<file path="src/rtl/mem_bus_pkg.sv">
// Shared definitions for the memory-bus arbiter: bus/tag geometry, requester
// IDs, selector bit positions and the transaction FSM states.
package mem_bus_pkg;

  localparam int BUS_W = 64;
  localparam int TAG_W = 4;
  localparam int ID_W  = 3;

  // Tag layout: bit 0 is the write flag, bits [1:3] carry the requester ID.
  localparam logic            TAG_WRITE = 1'b1;
  localparam logic            TAG_READ  = 1'b0;
  localparam logic [ID_W-1:0] ID_FETCH  = 3'd1;
  localparam logic [ID_W-1:0] ID_LOAD   = 3'd2;
  localparam logic [ID_W-1:0] ID_STORE  = 3'd3;

  // Bit positions inside the one-hot requester select.
  localparam int SEL_FETCH = 0;
  localparam int SEL_LOAD  = 1;
  localparam int SEL_STORE = 2;

  typedef enum logic [2:0] {
    ST_IDLE,
    ST_ADDR,
    ST_WDATA,
    ST_RESP,
    ST_DONE
  } state_e;

  function automatic logic [0:TAG_W-1] make_tag(input logic wr, input logic [ID_W-1:0] id);
    return {wr, id};
  endfunction

endpackage

</file>
<file path="src/rtl/mem_bus_prio_sel.sv">
// Combinational requester selector: store > load > fetch, except that a fetch
// that has waited behind FAIR_LIMIT data grants wins outright.
module mem_bus_prio_sel
  import mem_bus_pkg::*;
#(
  parameter int FAIR_LIMIT = 4,
  parameter int FAIR_W     = 3
) (
  input  logic              fetch_req,
  input  logic              load_req,
  input  logic              store_req,
  input  logic [FAIR_W-1:0] fair_cnt,
  output logic [2:0]        sel
);

  always_comb begin
    sel = '0;
    if (fetch_req && (fair_cnt == FAIR_W'(FAIR_LIMIT))) begin
      sel[SEL_FETCH] = 1'b1;
    end else if (store_req) begin
      sel[SEL_STORE] = 1'b1;
    end else if (load_req) begin
      sel[SEL_LOAD] = 1'b1;
    end else if (fetch_req) begin
      sel[SEL_FETCH] = 1'b1;
    end
  end

endmodule

</file>
<file path="src/rtl/mem_bus_arbiter.sv">
// Single-owner arbiter between fetch, load and store paths and the shared
// system bus: address/data beats out, tagged line responses back.
module mem_bus_arbiter
  import mem_bus_pkg::*;
#(
  parameter int LINE_BEATS = 8,
  parameter int FAIR_LIMIT = 4
) (
  input  logic             clk,
  input  logic             reset,
  input  logic             fetch_req,
  input  logic [0:BUS_W-1] fetch_addr,
  output logic             fetch_grant,
  output logic [0:BUS_W-1] fetch_data,
  output logic             fetch_valid,
  output logic             fetch_last,
  input  logic             load_req,
  input  logic [0:BUS_W-1] load_addr,
  output logic             load_grant,
  output logic [0:BUS_W-1] load_data,
  output logic             load_done,
  input  logic             store_req,
  input  logic [0:BUS_W-1] store_addr,
  input  logic [0:BUS_W-1] store_data,
  output logic             store_grant,
  output logic             store_done,
  output logic             bus_reqcyc,
  output logic [0:BUS_W-1] bus_req,
  output logic [0:TAG_W-1] bus_reqtag,
  input  logic             bus_reqack,
  input  logic             bus_respcyc,
  input  logic [0:BUS_W-1] bus_resp,
  input  logic [0:TAG_W-1] bus_resptag,
  output logic             bus_respack
);

  localparam int         FAIR_W    = $clog2(FAIR_LIMIT + 1);
  localparam logic [2:0] LAST_BEAT = 3'(LINE_BEATS - 1);

  state_e             state_q, state_d;
  logic [2:0]         sel;
  logic [FAIR_W-1:0]  fair_q, fair_d;
  logic [2:0]         beat_q, beat_d;
  logic [2:0]         grant_q, grant_d;
  logic [0:BUS_W-1]   addr_q, addr_d;
  logic [0:BUS_W-1]   wdata_q, wdata_d;
  logic [0:BUS_W-1]   load_data_q, load_data_d;
  logic [0:TAG_W-1]   tag_q, tag_d;
  logic [ID_W-1:0]    owner;
  logic               is_write;
  logic               start;
  logic               resp_hit;
  logic               last_hit;

  mem_bus_prio_sel #(
    .FAIR_LIMIT (FAIR_LIMIT),
    .FAIR_W     (FAIR_W)
  ) u_prio_sel (
    .fetch_req (fetch_req),
    .load_req  (load_req),
    .store_req (store_req),
    .fair_cnt  (fair_q),
    .sel       (sel)
  );

  assign owner    = tag_q[1:TAG_W-1];
  assign is_write = tag_q[0];
  assign start    = (state_q == ST_IDLE) && (sel != 3'b000);
  // Only beats carrying our own tag are accepted; foreign beats stay unacked.
  assign resp_hit = (state_q == ST_RESP) && bus_respcyc && (bus_resptag == tag_q);
  assign last_hit = resp_hit && (beat_q == LAST_BEAT);

  always_ff @(posedge clk or posedge reset) begin
    if (reset) begin
      state_q <= ST_IDLE;
    end else begin
      state_q <= state_d;
    end
  end

  always_comb begin
    state_d = state_q;
    case (state_q)
      ST_IDLE:  if (start)      state_d = ST_ADDR;
      ST_ADDR:  if (bus_reqack) state_d = is_write ? ST_WDATA : ST_RESP;
      ST_WDATA: if (bus_reqack) state_d = ST_DONE;
      ST_RESP:  if (last_hit)   state_d = ST_DONE;
      ST_DONE:                  state_d = ST_IDLE;
      default:                  state_d = ST_IDLE;
    endcase
  end

  always_comb begin
    addr_d      = addr_q;
    wdata_d     = wdata_q;
    tag_d       = tag_q;
    fair_d      = fair_q;
    beat_d      = beat_q;
    load_data_d = load_data_q;
    grant_d     = 3'b000;
    if (start) begin
      grant_d = sel;
      beat_d  = 3'd0;
      if (sel[SEL_STORE]) begin
        addr_d  = store_addr;
        wdata_d = store_data;
        tag_d   = make_tag(TAG_WRITE, ID_STORE);
      end else if (sel[SEL_LOAD]) begin
        addr_d = load_addr;
        tag_d  = make_tag(TAG_READ, ID_LOAD);
      end else begin
        addr_d = fetch_addr;
        tag_d  = make_tag(TAG_READ, ID_FETCH);
      end
      if (sel[SEL_FETCH]) begin
        fair_d = '0;
      end else if (fetch_req && (fair_q != FAIR_W'(FAIR_LIMIT))) begin
        fair_d = fair_q + 1'b1;
      end
    end
    if (resp_hit) begin
      beat_d = beat_q + 3'd1;
      // Word offset within the 64-byte line selects which beat a load keeps.
      if ((owner == ID_LOAD) && (beat_q == addr_q[BUS_W-6:BUS_W-4])) begin
        load_data_d = bus_resp;
      end
    end
  end

  always_ff @(posedge clk or posedge reset) begin
    if (reset) begin
      addr_q      <= '0;
      wdata_q     <= '0;
      tag_q       <= '0;
      fair_q      <= '0;
      beat_q      <= '0;
      grant_q     <= '0;
      load_data_q <= '0;
    end else begin
      addr_q      <= addr_d;
      wdata_q     <= wdata_d;
      tag_q       <= tag_d;
      fair_q      <= fair_d;
      beat_q      <= beat_d;
      grant_q     <= grant_d;
      load_data_q <= load_data_d;
    end
  end

  always_comb begin
    bus_reqcyc = 1'b0;
    bus_req    = '0;
    bus_reqtag = '0;
    store_done = 1'b0;
    load_done  = 1'b0;
    case (state_q)
      ST_ADDR: begin
        bus_reqcyc = 1'b1;
        bus_req    = addr_q;
        bus_reqtag = tag_q;
      end
      ST_WDATA: begin
        bus_reqcyc = 1'b1;
        bus_req    = wdata_q;
        bus_reqtag = tag_q;
      end
      ST_DONE: begin
        store_done = (owner == ID_STORE);
        load_done  = (owner == ID_LOAD);
      end
      default: ;
    endcase
    bus_respack = resp_hit;
    fetch_valid = resp_hit && (owner == ID_FETCH);
    fetch_data  = fetch_valid ? bus_resp : '0;
    fetch_last  = fetch_valid && (beat_q == LAST_BEAT);
    fetch_grant = grant_q[SEL_FETCH];
    load_grant  = grant_q[SEL_LOAD];
    store_grant = grant_q[SEL_STORE];
    load_data   = load_data_q;
  end

endmodule

</file>
<file path="config.mk">
export PLATFORM = sky130hd
export DESIGN_NAME = mem_bus_arbiter
export DESIGN_NICKNAME = d
export VERILOG_FILES = /design/src/rtl/mem_bus_pkg.sv /design/src/rtl/mem_bus_prio_sel.sv /design/src/rtl/mem_bus_arbiter.sv
export SDC_FILE = /design/constraint.sdc
export NUM_CORES = 1
export LEC_CHECK = 0
export BUFFER_PORTS_ARGS = -buffer_cell sky130_fd_sc_hd__buf_2
export CAP_MARGIN = 0
export CORE_AREA = 3 3 205 207
export CTS_BUF_LIST = sky130_fd_sc_hd__clkbuf_16
export DETAILED_ROUTE_END_ITERATION = 16
export DIE_AREA = 0 0 208 210
export PLACE_DENSITY_LB_ADDON = 0.15
export SYNTH_ARGS = -nofsm -noshare
export SYNTH_HDL_FRONTEND = slang
export SYNTH_HIERARCHICAL = 1
export SYNTH_SLANG_ARGS = --single-unit
export TNS_END_PERCENT = 100
</file>
<file path="constraint.sdc">
create_clock -name clk -period 5.7 [get_ports clk]
set_input_delay 0.285 -clock clk [delete_from_list [all_inputs] [get_ports clk]]
set_output_delay 0.285 -clock clk [all_outputs]
set_load 0.02 [all_outputs]
</file>
* After elaboration in Yosys (flattened, before gate mapping)
Cells that the tools add are included.
** Word-level totals
- Register bits :: 208
- Output and inout port bits :: 205
- Logic and storage cells :: 72
** Cells by class
- $add $sub $neg :: 2
- Eq/ne operators :: 16
- Mux-type cells :: 28
- Reductions and logical operators :: 18
** Operators by type and width (number)
- 64-bit 2-to-1 mux :: 3
- 64-bit case mux with 2 select lines :: 1
- 3-bit 2-to-1 mux :: 9
- 3-bit by 2-bit equality test with 1-bit output, second input constant :: 4
- 3-bit case mux with 4 select lines :: 1
- 3-bit equality test, second input constant :: 3
- 1-bit logical AND :: 9
- 1-bit 2-to-1 mux :: 9
- 4-bit 2-to-1 mux :: 2
- 2-bit != test, second input constant :: 4
- 3-bit by 1-bit adder with 3-bit output, second input constant :: 2
- 3-bit by 1-bit equality test with 1-bit output, second input constant :: 2
- 2-bit 2-to-1 mux :: 3
- 2-bit AND reduction :: 3
- 4-bit equality test :: 1
- 4-bit AND reduction :: 1
- 2-bit nonzero test :: 2
- 3-bit equality test :: 1
- 3-bit zero test :: 1
- 3-bit != test, second input constant :: 1
- 3-bit nonzero test :: 1
- 2-bit OR reduction :: 1

* Depth between registers and ports, before layout
Gate-level depths: netlist of the first run.
- Depth in word-level cells :: 8
- Gate-level depth with buffers :: 9

* Hierarchy
The synthesis of the first run kept the hierarchy.
** By module, submodules not included
- mem_bus_arbiter :: instances 1, cells each 941, area each 10525.1 um^2
- mem_bus_prio_sel :: instances 1, cells each 5, area each 42.5 um^2

* Least setup slack after synthesis of the first run
Ideal clock, no wire load.
- Path kind :: register to output
- Start point :: register tag_q[0] in the netlist's numbering
- End point :: output fetch_last
- Data arrival time :: 1.853 ns
- Slack :: 3.562 ns
- Stages on the path, launching flop included :: 6
- Path buffers :: 1
- Cell sequence :: dfrtp_1 -> xor2_1 -> a2111oi_4 -> and2_2 -> clkbuf_1 -> and3_1
** On the way
- Word-level cells in the longest chain between the ends :: 4
** RTL lines
- start, declared :: RTL line mem_bus_arbiter.sv:48 : logic [0:TAG_W-1] tag_q, tag_d;
- start signal, assigned :: RTL line mem_bus_arbiter.sv:142 : tag_q <= tag_d;
- 4-bit equality test :: RTL line mem_bus_arbiter.sv:70 : assign resp_hit = (state_q == ST_RESP) && bus_respcyc && (bus_resptag == tag_q);
- 1-bit logical AND :: RTL line mem_bus_arbiter.sv:70
- named net bus_respack :: RTL line mem_bus_arbiter.sv:34 : output logic bus_respack
- 1-bit logical AND :: RTL line mem_bus_arbiter.sv:174 : fetch_valid = resp_hit && (owner == ID_FETCH);
- 1-bit logical AND :: RTL line mem_bus_arbiter.sv:176 : fetch_last = fetch_valid && (beat_q == LAST_BEAT);
- end, declared :: RTL line mem_bus_arbiter.sv:16 : output logic fetch_last,
The timed path passes the listed nets, and every way through them passes these cells.

* Final worst setup path of the first run
- Start point :: register tag_q[0] in the netlist's numbering
- End point :: output fetch_data[41] in the netlist's numbering
** On the way
- Word-level cells in the longest chain between the ends :: 4
** RTL lines
- 4-bit equality test :: RTL line mem_bus_arbiter.sv:70
- 1-bit logical AND :: RTL line mem_bus_arbiter.sv:70
- 1-bit logical AND :: RTL line mem_bus_arbiter.sv:174
- 64-bit 2-to-1 mux :: RTL line mem_bus_arbiter.sv:175 : fetch_data = fetch_valid ? bus_resp : '0;
- end, declared :: RTL line mem_bus_arbiter.sv:14 : output logic [0:BUS_W-1] fetch_data,
Every way passes these cells.

==> flow_summary_export.csv, run 1 <==
group,metric,value,unit
cts,cts_hold_buf,117,
yosys,synthDistinctLibCells,45,
cts,clk_latency,0.53,ns
floorplanning,num_io_pins,536,
floorplanning,rows,74,
timing,clock_skew,0.0115,ns
critical_path,r2r_cells,7,
yosys,yosys_warnings,6,
finish,final_nets,1895,
cts,cts.path.max_buffers,3,
global_routing,use_met3,0.0537,
critical_path,slowest_delay,0.94,ns
cts,clkTransAtPathRegs,0.06,ns
cts,h-tree-depth,1,
power,p_leak,8.21,nW
timing,hold_viol_final,21,
route,antenna_left,0,
route,wl_per_cell,18.1,um
cts,cts.repair.resized,0,
route,vias_per_cell,4.46,
finish,fill_cells,4048,
global_routing,grtUsageTotal,0.168,
cts,clockRootBuffer,"clkbuf_16",
route,route.detailed.drc,0,
route,drt_iter0_markers,258,
yosys,synth-seq-cells,207,
route,drt_pass1_iterations,4,
power,ir_worst_vdd,0.000179,V
global_routing,grt_pass1_vias,9887,
yosys,synth_cells,946,
finish,final_common_cell,"buf_2",
timing,finalCritPeriodShare,0.600,
critical_path,crit_slowest_cell,"and4_2",
timing,setup-tns-final,0,ns
critical_path,cp_max_fo,65,
finish,multi_input_area,5000,um2
status,status,"finished, violations left",
global_routing,grt_pass1_wl,58.2,mm
floorplanning,start_util,0.261,
finish,layout.area.seq,5180,um2
cts,clock_sinks,207,
global_routing,top_usage_layer,"met2",
min_path,hold_class,"primary input to async pin",
global_routing,grt.overflow.total,0,
finish,drive_gt1_frac,0.458,
cts,postCtsSetupRepairBufs,0,
yosys,avgSynthCellArea,11.2,um2
flow_run,drv_cap,0,
critical_path,cp.required,5.41,ns
timing,rsz0062_at_grt,"no",
timing,max_freq,0.292,GHz
timing,period_minus_slack,3.42,ns
yosys,synth_edf_count,0,
floorplanning,coreArea,40600,um2
status,violations,"hold timing",
critical_path,critPathCaptureType,"output port",
critical_path,worstPathArrival,3.14,ns
global_routing,antenna_found_initial,5,
floorplanning,die_h,210,um
timing,fin_hold_ws,-0.0907,ns
timing,relSlewSlack,0.236,
cts,cts_made_buffers,26,
finish,final_cell_mix,"buf_2 (534), dfrtp_1 (207), dlygate4sd3_1 (117)",
global_routing,use_met1,0.199,
cts,cts_tree,"yes",
yosys,seq_area_frac_synth,0.490,
yosys,synthArstFlopShare,1.00,
floorplanning,dieArea,43700,um2
power,power.density,418,nW/um2
route,finalWirelength,38.3,mm
global_routing,use_met2,0.296,
timing,drv_slew,0,
timing,worst_slew_pin_slew,1.14,ns
finish,area_growth,47.7,%
yosys,yosys_most_used_dff,"dfrtp_1",
floorplanning,die_w,208,um
global_routing,grt_max_degree,150,
timing,setup_viol,0,
route,vias,9428,
finish,fin_util,0.385,
critical_path,cp-start-kind,"register",
placement,gp_congestion,0.815,
yosys,netlist_area,10600,um2
placement,place_hpwl,27.8,mm
yosys,syn_nets,1281,
placement,io_buffers,534,
critical_path,path_cells,"xor2_1 -> a2111oi_4 -> and4_2 -> and2_1 -> buf_2",
critical_path,crit_type,"register to output port",
## per-stage QoR
stage / setup WS (ns) / instance area, um2 / cells / power (mW)
floorplan: 2.73 / 10600 / 946 / 4.04
finish: 2.28 / 15600 / 2113 / 6.52
detailed placement: 2.39 / 13600 / 1947 / 5.00
global route: 1.99 / 15600 / 2112 / 7.00
CTS: 2.20 / 15600 / 2110 / 6.65
global placement: 2.45 / 13600 / 1947 / 4.97
## layer usage
metal / wire length (um) / vias up
li1: - / 4561
met1: 15100 / 4421
met2: 18700 / 382
met3: 3440 / 60
met4: 1060 / 4
met5: 25 / -
## state kept, by name, indices dropped and copies added (netlist names)
register	cells
addr_q	64
beat_q	3
fair_q	3
grant_q	3
load_data	64
state_q	3
tag_q	3
wdata_q	64
## kinds of logic (layout without fill, tap and decap cells)
logic type	Yosys count	in the layout	share of synthesized area
compound gates	211	211	0.127
xor+xnor	6	6	0.00497
fa+ha+maj	4	4	0.00474
buf+inv	81	713	0.0404
flops	207	207	0.490
mux	195	195	0.221
other cells	1	4	0.000355
simple gates	241	241	0.111
## report_power, final
group          internal, mW  switching (mW)  total [mW]
Sequential             1.97           0.306        2.28
Clock                 0.893           0.647        1.54
Combinational          1.10            1.60        2.70
Total                  3.96            2.56        6.52
## cells in the mapped netlist, types with 2 or more instances
library cell	number	area, um2
dfrtp_1	207	5180
nor2_1	73	274
o21ai_0	71	355
nand2_1	70	263
and2_1	69	432
mux2_2	68	766
a21oi_1	67	335
mux2i_1	67	671
a22o_1	65	569
mux2_4	60	901
clkbuf_1	33	124
buf_2	20	100
buf_6	11	124
nand3_1	7	35.0
clkbuf_2	6	30.0
inv_1	6	22.5
ha_1	4	50.1
xor2_1	4	35.0
buf_1	3	11.3
nand2b_1	3	18.8
nor2b_1	3	18.8
and2_2	2	15.0
buf_4	2	15.0
nor3_1	2	10.0
or3_1	2	12.5
xnor2_1	2	17.5
## area by class of cell
type	instances	area share
Timing Repair Buffer	661	0.253
Sequential cell	207	0.332
Clock inverter	19	0.00729
Antenna cell	3	0.000481
Clock buffer	27	0.0433
Tap cell	532	0.0426
Multi-Input combinational cell	658	0.320
Inverter	6	0.00168
## critical path: cells and delay by family, from the launching register on
kind	cells	cell delay (ns)
buffers and inverters	1	0.18
XOR/XNOR	1	0.21
AO/OA/AOI/OAI	1	0.52
flip-flops	1	0.45
AND/OR/NAND/NOR	2	1.22
## path summary, 6_finish.rpt
path / startpoint / endpoint / slack [ns]
max: tag_q[0] / fetch_data[41] / 2.28
min: reset / wdata_q[58] / -0.09
max reg2reg: fair_q[0] / addr_q[22] / 2.45
min reg2reg: addr_q[51] / addr_q[51] / 0.48
max in group asynchronous: reset / load_data[28] / 4.93
min in group clk: bus_resp[36] / load_data[36] / 0.04
(Power assumes the default switching activity.)
==> inputs of run 2 (changes only) <==
==> constraint.sdc (replaced) <==
create_clock -name clk -period 2.8 [get_ports clk]
set_input_delay 0.14 -clock clk [delete_from_list [all_inputs] [get_ports clk]]
set_output_delay 0.14 -clock clk [all_outputs]
set_load 0.02 [all_outputs]
==> run 2 against run 1 <==
  * The run now ends clean
  * Combinational power is 110% higher
  * Clock skew is 0.00065 ns lower
  * Cell area is 6.8% higher
  * Wire length is 1.6% higher
  * Critical endpoint is now fetch_data[37]
  * Highest routed layer unchanged
==> flow_summary_export.csv, run 2 (synthesized netlist as in run 1, its figures left out) <==
group,metric,value,unit
cts,clockRootBuffer,"clkbuf_16",
timing,max_freq,0.401,GHz
critical_path,r2r_cells,8,
cts,clk_latency,0.53,ns
placement,io_buffers,534,
global_routing,grt_pass1_wl,59.4,mm
cts,cts.path.max_buffers,3,
power,power.density,813,nW/um2
placement,place_area,13900,um2
global_routing,grtUsageTotal,0.171,
cts,clkTransAtPathRegs,0.06,ns
cts,cts.repair.resized,0,
critical_path,r2r_slack,0.35,ns
critical_path,worstPathArrival,2.35,ns
critical_path,critPathCaptureType,"output port",
critical_path,slowest_delay,0.38,ns
critical_path,cp_top_family,"buffers and inverters",
timing,relSlewSlack,0.563,
flow_run,drv_cap,0,
finish,final_cell_mix,"buf_2 (534), dfrtp_1 (207), dlygate4sd3_1 (197)",
placement,gp_congestion,0.798,
finish,final_common_cell,"buf_2",
global_routing,antenna_found_initial,7,
finish,fill_cells,3985,
status,status,"complete, no violations",
route,vias,9846,
finish,final_cells,2210,
timing,hold_viol_final,0,
floorplanning,rows,74,
route,drt_iter0_markers,330,
timing,period_minus_slack,2.49,ns
timing,setup_viol,0,
finish,stdcell_area,16700,um2
power,power,13.6,mW
cts,clock_sinks,207,
critical_path,crit_slowest_cell,"a2111oi_4",
route,drt_pass1_iterations,4,
critical_path,worstReg2RegEnd,"addr_q[10]",
route,route.detailed.drc,0,
timing,finalCritPeriodShare,0.890,
power,ir_worst_vdd,0.000464,V
global_routing,grt_max_degree,83,
route,finalWirelength,38.9,mm
critical_path,cp.required,2.66,ns
critical_path,path_buf_inv,3,
floorplanning,coreArea,40600,um2
critical_path,cp-start-kind,"register",
floorplanning,start_util,0.261,
floorplanning,dieArea,43700,um2
finish,drive_gt1_frac,0.438,
finish,area_growth,57.7,%
global_routing,grt_pass1_vias,10400,
timing,fin_hold_ws,0.0339,ns
cts,cts_made_buffers,26,
timing,setup-tns-final,0,ns
route,wl_per_cell,17.6,um
finish,final_nets,1988,
route,antenna_left,0,
min_path,hold_class,"primary input to register",
placement,place_inst,1959,
placement,place_hpwl,28.3,mm
timing,worst_slew_pin_slew,0.654,ns
critical_path,startpoint,"tag_q[2]",
critical_path,path_cells,"inv_1 -> a2111oi_4 -> and4_2 -> buf_12 -> and2_1 -> buf_2",
power,p_leak,8.66,nW
route,vias_per_cell,4.46,
global_routing,grt.overflow.total,0,
timing,clock_skew,0.0109,ns
timing,rsz0062_at_grt,"no",
min_path,min_path_cells,5,
critical_path,crit_type,"register to output port",
timing,drv_slew,0,
floorplanning,die_w,208,um
critical_path,r2r-start,"fair_q[0]",
min_path,min_to,"addr_q[47]",
floorplanning,die_h,210,um
cts,cts_tree,"yes",
floorplanning,num_io_pins,536,
critical_path,cp_max_fo,65,
cts,h-tree-depth,1,
min_path,min_from,"fetch_addr[47]",
## run 2: cell types whose count changed in the layout (fill, tap and decap cells not counted), moves of 2 or more
| cell | change |
|---|---|
| clkinv_1 | +5 |
| buf_4 | +3 |
| clkinv_2 | -3 |
| dlygate4sd3_1 | +80 |
| diode_2 | +2 |
| buf_12 | +10 |
## run 2: metrics by stage
| stage | worst slack [ns] | util |
|---|---|---|
| 2_1_floorplan | -0.0262 | - |
| 3_3_place_gp | 0.510 | 0.342 |
| 3_5_place_dp | 0.455 | 0.342 |
| 4_1_cts | 0.0545 | 0.410 |
| 5_1_grt | 0.173 | 0.411 |
| 6_report | 0.307 | 0.411 |
## run 2: worst register-to-register path, cell delays in order, from the launching register on
cell and delay (ns):
dfrtp_1 0.39, and4bb_1 0.30, nor3b_4 0.27, buf_12 0.32, mux2i_1 0.28, nor2_1 0.05, a21oi_1 0.12, dlygate4sd3_1 0.55
o21ai_0 0.06
## run 2: how the worst max path moves through the flow
stage	end	cells after the start	slack (ns)
3_5_place_dp	beat_q[1]	7	0.46
4_1_cts	fetch_data[37]	6	0.05
3_3_place_gp	beat_q[1]	7	0.51
5_1_grt	addr_q[57]	8	0.17
6_report	fetch_data[37]	6	0.31
2_1_floorplan	addr_q[0]	1	-0.03
## run 2: where the power goes
group | switching, mW | internal [mW] | total [mW]
logic | 3.31 | 2.42 | 5.73
registers | 0.612 | 4.02 | 4.63
clock network | 1.28 | 1.91 | 3.19
## run 2: layout make-up
class | count | area (um2) | area share
Clock buffer | 27 | 676 | 0.0405
Sequential cell | 207 | 5180 | 0.311
Timing Repair Buffer | 754 | 4970 | 0.298
Inverter | 6 | 26.3 | 0.00158
Tap cell | 532 | 666 | 0.0399
Antenna cell | 5 | 12.5 | 0.000751
Multi-Input combinational cell | 658 | 5000 | 0.300
Clock inverter | 21 | 140 | 0.00841
## run 2: routing by layer
layer	wire length (um)	GRT usage	vias up	part of all wire
met4	976	0.0477	4	0.025
li1	-	-	4744	-
met5	25	0	-	0.00064
met1	15800	0.205	4662	0.41
met2	19200	0.305	376	0.49
met3	2820	0.0426	60	0.072
## run 2: what timing repair did
action	4_1_cts	5_1_grt
endpoints found under the setup margin	1	53
endpoints found under the hold margin	219	0
hold buffers	197	0
setup buffers	0	1
pin swaps	1	1
